===== src/rtl/mem_txn_arbiter.sv =====
// Two-way arbiter between the fetch and load/store channels onto the mem_ctrl transaction port.
// Grant/start/stop/done pulses and read data are registered; stall, wdata and wnext are combinational.
module mem_txn_arbiter #(
  parameter int DATA_BUS_WIDTH = 8,
  parameter int ADDR_WIDTH     = 25,
  parameter int LEN_WIDTH      = 3
) (
  input  logic                      clock,
  input  logic                      reset,
  input  logic                      f_req,
  input  logic [ADDR_WIDTH-1:0]     f_addr,
  input  logic [LEN_WIDTH-1:0]      f_len,
  input  logic                      f_ready,
  output logic                      f_gnt,
  output logic [DATA_BUS_WIDTH-1:0] f_rdata,
  output logic                      f_rvalid,
  output logic                      f_done,
  input  logic                      d_req,
  input  logic                      d_we,
  input  logic [ADDR_WIDTH-1:0]     d_addr,
  input  logic [LEN_WIDTH-1:0]      d_len,
  input  logic [DATA_BUS_WIDTH-1:0] d_wdata,
  output logic                      d_gnt,
  output logic                      d_wnext,
  output logic [DATA_BUS_WIDTH-1:0] d_rdata,
  output logic                      d_rvalid,
  output logic                      d_done,
  output logic [ADDR_WIDTH-1:0]     mem_addr,
  output logic                      mem_start_read,
  output logic                      mem_start_write,
  output logic                      mem_stall,
  output logic                      mem_stop,
  output logic [DATA_BUS_WIDTH-1:0] mem_wdata,
  input  logic                      mem_data_req,
  input  logic [DATA_BUS_WIDTH-1:0] mem_rdata,
  input  logic                      mem_data_ready,
  input  logic                      mem_idle
);

  typedef enum logic [2:0] {S_IDLE, S_START, S_XFER, S_STOP, S_WAIT} state_t;
  localparam logic OWN_F = 1'b0;
  localparam logic OWN_D = 1'b1;

  state_t               state;
  logic                 owner;
  logic                 last_owner;
  logic                 we;
  logic [LEN_WIDTH-1:0] cnt;

  logic xfer_rd;
  logic xfer_wr;
  logic pick_d;
  logic beat;

  always_comb begin
    xfer_rd   = (state == S_XFER) && !we;
    xfer_wr   = (state == S_XFER) && we;
    // Load/store wins outright when alone, or on a tie when fetch went last.
    pick_d    = d_req && (!f_req || (last_owner == OWN_F));
    mem_stall = xfer_rd && (owner == OWN_F) && !f_ready;
    mem_wdata = xfer_wr ? d_wdata : '0;
    d_wnext   = xfer_wr && mem_data_req;
    beat      = (xfer_rd && mem_data_ready) || (xfer_wr && mem_data_req);
  end

  always_ff @(posedge clock or negedge reset) begin
    if (!reset) begin
      state           <= S_IDLE;
      owner           <= OWN_F;
      last_owner      <= OWN_F;
      we              <= 1'b0;
      cnt             <= '0;
      mem_addr        <= '0;
      f_gnt           <= 1'b0;
      d_gnt           <= 1'b0;
      f_done          <= 1'b0;
      d_done          <= 1'b0;
      f_rvalid        <= 1'b0;
      d_rvalid        <= 1'b0;
      f_rdata         <= '0;
      d_rdata         <= '0;
      mem_start_read  <= 1'b0;
      mem_start_write <= 1'b0;
      mem_stop        <= 1'b0;
    end else begin
      f_gnt           <= 1'b0;
      d_gnt           <= 1'b0;
      f_done          <= 1'b0;
      d_done          <= 1'b0;
      f_rvalid        <= 1'b0;
      d_rvalid        <= 1'b0;
      mem_start_read  <= 1'b0;
      mem_start_write <= 1'b0;
      mem_stop        <= 1'b0;

      case (state)
        S_IDLE: begin
          if (mem_idle && (f_req || d_req)) begin
            state <= S_START;
            owner <= pick_d;
            if (pick_d) begin
              we              <= d_we;
              mem_addr        <= d_addr;
              cnt             <= d_len;
              d_gnt           <= 1'b1;
              mem_start_write <= d_we;
              mem_start_read  <= !d_we;
            end else begin
              we             <= 1'b0;
              mem_addr       <= f_addr;
              cnt            <= f_len;
              f_gnt          <= 1'b1;
              mem_start_read <= 1'b1;
            end
          end
        end
        S_START: state <= S_XFER;
        S_XFER: begin
          if (xfer_rd && mem_data_ready) begin
            if (owner == OWN_F) begin
              f_rvalid <= 1'b1;
              f_rdata  <= mem_rdata;
            end else begin
              d_rvalid <= 1'b1;
              d_rdata  <= mem_rdata;
            end
          end
          if (beat) begin
            if (cnt == '0) begin
              mem_stop <= 1'b1;
              state    <= S_STOP;
            end else begin
              cnt <= cnt - 1'b1;
            end
          end
        end
        S_STOP: state <= S_WAIT;
        S_WAIT: begin
          if (mem_idle) begin
            f_done     <= (owner == OWN_F);
            d_done     <= (owner == OWN_D);
            last_owner <= owner;
            mem_addr   <= '0;
            state      <= S_IDLE;
          end
        end
        default: state <= S_IDLE;
      endcase
    end
  end

endmodule


===== config.mk =====
export PLATFORM = sky130hd
export DESIGN_NAME = mem_txn_arbiter
export DESIGN_NICKNAME = d
export VERILOG_FILES = /design/src/rtl/mem_txn_arbiter.sv
export SDC_FILE = /design/constraint.sdc
export NUM_CORES = 1
export LEC_CHECK = 0
export CORE_MARGIN = 4
export CORE_UTILIZATION = 39
export DETAILED_ROUTE_END_ITERATION = 8
export MAX_ROUTING_LAYER = met4
export PLACE_DENSITY = 0.81
export SLEW_MARGIN = 20
export SYNTH_ARGS = -nofsm -noshare
export SYNTH_HDL_FRONTEND = slang
export SYNTH_SLANG_ARGS = --single-unit

===== constraint.sdc =====
create_clock -name clock -period 2.5 [get_ports clock]
set_clock_uncertainty 0.1 [all_clocks]
set_input_delay 0.25 -clock clock [delete_from_list [all_inputs] [get_ports clock]]
set_output_delay 0.25 -clock clock [all_outputs]
set_load 0.05 [all_outputs]

==> reports/metrics.cfg <==
[run_status]
outcome = finished clean

[detailed_routing]
drt_first_iter_violations = 96
ant_nets = 0
via_count = 2249
drt-total-wl_mm = 7.69
drt_pass1_iterations = 4
vias_per_cell = 5.18
detail_route.wl_per_cell_um = 17.7
drc = 0

[timing]
report.final.slew_viol_count = 0
setup_repair_after_global_routing_missed_its_margin = no
fin_crit_ns = 2.11
totalNegativeSetupSlack_ns = 0
maxSlewHeadroom_pct = 57.2
setup-violations-final = 0
tightest_slew_ns = 0.642
final_cycle_share_pct = 84.4
maxClockFrequency_ghz = 0.474
timing_hold_violations_final = 0

[critical_path]
cpPeakStageDelay_ns = 0.59
timing.rr.start = state[1]
worst_r2r_path_depth = 3
reg2reg_slack_ns = 0.39
criticalPathCategory = flop to output port
cell_chain_of_the_critical_path = or3b_4, nor4_2, buf_4
worst_ep_required_time_ns = 2.15
crit_path_max_fanout = 13
critPathSlowestCell = dfrtp_1
end_kind = output port
arrival_ns = 1.76
endpoint_of_the_worst_register_to_register_path = d_rdata[7]
crit_path_start_kind = flop

[min_path]
hold-path-cell-count = 1
hold_path_class = flop to flop
worstHoldStart = mem_addr[22]
hold_path_end = mem_addr[22]

[cells_and_area]
fin_nets = 437
area_growth_pct = 66.5
area.sequential_um2 = 1480
insertedDiodeCount = 0
multiInputGateArea_um2 = 1090
drive_above_1_share_pct = 14.8
num-fill-cells = 502

[placement]
place_hpwl_mm = 5.82
gpl.final_weighted_congestion = 0.773
io_buffer_count = 140

[clock_network]
tritoncts = done
cts_post_setup_buffers_inserted = 0
cts.sinks = 59
clockRootBuffer = clkbuf_8
ctsHtreeMaxLevel = 3
cts.reportedPaths.clkPinSlew_ns = 0.06
clock_buffers_created_by_tritoncts = 9
clkLatencyLatePin_ns = 0.32
cts-root-to-sink-buffers = 2

[die]
row_count = 29
initial_utilization_pct = 41.1
io_pins = 141
chipWidth_um = 90.7
placeableCoreArea_um2 = 6490
die_height_um = 90.7
die_area_um2 = 8230

[synth]
synth-warning-count = 0
syn_area_um2 = 2670
mappedNetlistNets = 294
syn_avg_cell_area_um2 = 12.6
async_set_reset_flop_share_out_of_synthesis_pct = 100
synth.distinct_cells = 36
number_of_enable_type_register_cells_in_the_synthesized_netlist = 0
syn_inst = 211
ys_dominant_reg_cell = dfrtp_1
ys_ff_latch = 59
synth_top_cells_by_count = dfrtp_1 (59), mux2i_1 (27), o2bb2ai_1 (25), mux2_2 (16)
synth.yosys.seq_area_share_pct = 55.3
yosys-top-cells-area = dfrtp_1 (55%), mux2i_1 (10%), o2bb2ai_1 (8.2%)
library_cell_with_the_highest_instance_count_after_synthesis = dfrtp_1
netlist.top_cell.by_area = dfrtp_1
post-synth-top-area-fraction_pct = 55.3

[power]
power.share.sequential_pct = 28.8
p_per_area_nw_per_um2 = 1300
share_clk_of_total_power_pct = 14.9
netSwitchingFraction_pct = 45.6
irDropWorstVdd_v = 0.000917
leakagePower_nw = 1.98
p_sw_mw = 2.64
totalPowerFinal_mw = 5.79
share_comb_of_total_power_pct = 56.2
p_int_mw = 3.15

[global_route]
grt_max_degree = 33
first_pass_grt_wire_length_mm = 12.5
antenna_found_initial = 0
globalRouteTotalUtil_pct = 19.7
remaining_overflow_grt = 0
grt_pass1_vias = 2468

[flow_run]
timing.max_cap.violations = 0

[worst max path at each step]
stage	endpoint	from	depth (start not counted)
6_report	mem_stall	state[1]	3
5_1_grt	d_rdata[2]	state[1]	3
4_1_cts	mem_stall	state[1]	3
3_5_place_dp	d_rdata[7]	state[1]	3
3_3_place_gp	owner	mem_idle	5
2_1_floorplan	mem_stall	state[0]	3
[cell families (layout without fill, tap and decap cells)]
family / count (synthesis) / in the layout / synth area share [%]
compound gates: 44 / 44 / 13.4
xor+xnor: 1 / 1 / 0.328
fa+ha+maj: 2 / 2 / 0.937
buf+inv: 20 / 166 / 4.17
flops: 59 / 59 / 55.3
mux: 44 / 44 / 17.3
simple gates: 41 / 41 / 8.58
[state kept, by name, summed over array words and instances (netlist names), 3 cells and up]
register  cells
cnt           3
d_rdata       8
f_rdata       8
mem_addr     25
state         3
[metrics by stage]
stage	hold WS (ns)	std cells	util, %	cell area, um^2	setup slack [ns]
global placement	0.195	419	65.2	4230	0.462
finish	0.389	434	68.4	4440	0.391
global route	0.405	434	68.4	4440	0.275
detailed placement	0.216	419	65.2	4230	0.397
CTS	0.391	434	68.4	4440	0.384
floorplan	-0.146	211	-	2680	0.384
[timing repair]
action,CTS,global route
endpoints found under the hold margin,27,0
hold buffers,1,0
resized for setup,0,0
[cell usage in the layout (no fill, tap or decap), types with 2 or more instances in the layout]
master,Yosys,layout
a22o_1,2,2
nand2_1,9,9
inv_1,5,5
mux2_2,16,16
a21o_1,3,3
dfrtp_1,59,59
o21ai_0,4,4
clkbuf_8,0,12
a21oi_1,4,4
buf_4,0,5
ha_1,2,2
nor2_1,9,9
and3_1,9,9
o2bb2ai_1,25,25
nand3_1,2,2
a21boi_0,2,2
mux2i_1,27,27
clkdlybuf4s50_1,0,129
buf_12,0,11
[layer usage]
layer | wire length (um) | vias to the layer above | global-route usage, %
met5 | 0 | - | -
met4 | 80 | 0 | 6.38
met3 | 506 | 9 | 5.58
met2 | 4040 | 99 | 33.4
met1 | 3060 | 1084 | 22.7
li1 | - | 1057 | -
[power by group through the flow]
stage	Clock [mW]	Combinational, mW	Sequential, mW
floorplan	0	1.02	2.76
global placement	0	3.21	1.65
detailed placement	0	3.28	1.67
CTS	0.890	3.29	1.67
global route	0.941	3.42	1.72
finish	0.864	3.26	1.67
[final cells by class]
| type | instances | share of cell area, % |
|---|---|---|
| Clock buffer | 12 | 3.72 |
| Clock inverter | 2 | 0.789 |
| Inverter | 5 | 0.422 |
| Multi-Input combinational cell | 132 | 24.5 |
| Sequential cell | 59 | 33.2 |
| Tap cell | 77 | 2.17 |
| Timing Repair Buffer | 147 | 35.2 |
[critical path, delay by kind of cell (launching register included)]
family / cells / cell delay, ns
buffers and inverters: 1 / 0.24
DFF: 1 / 0.59
and+or+nand+nor: 2 / 0.61
No activity file was read; power rests on OpenSTA's default activity.
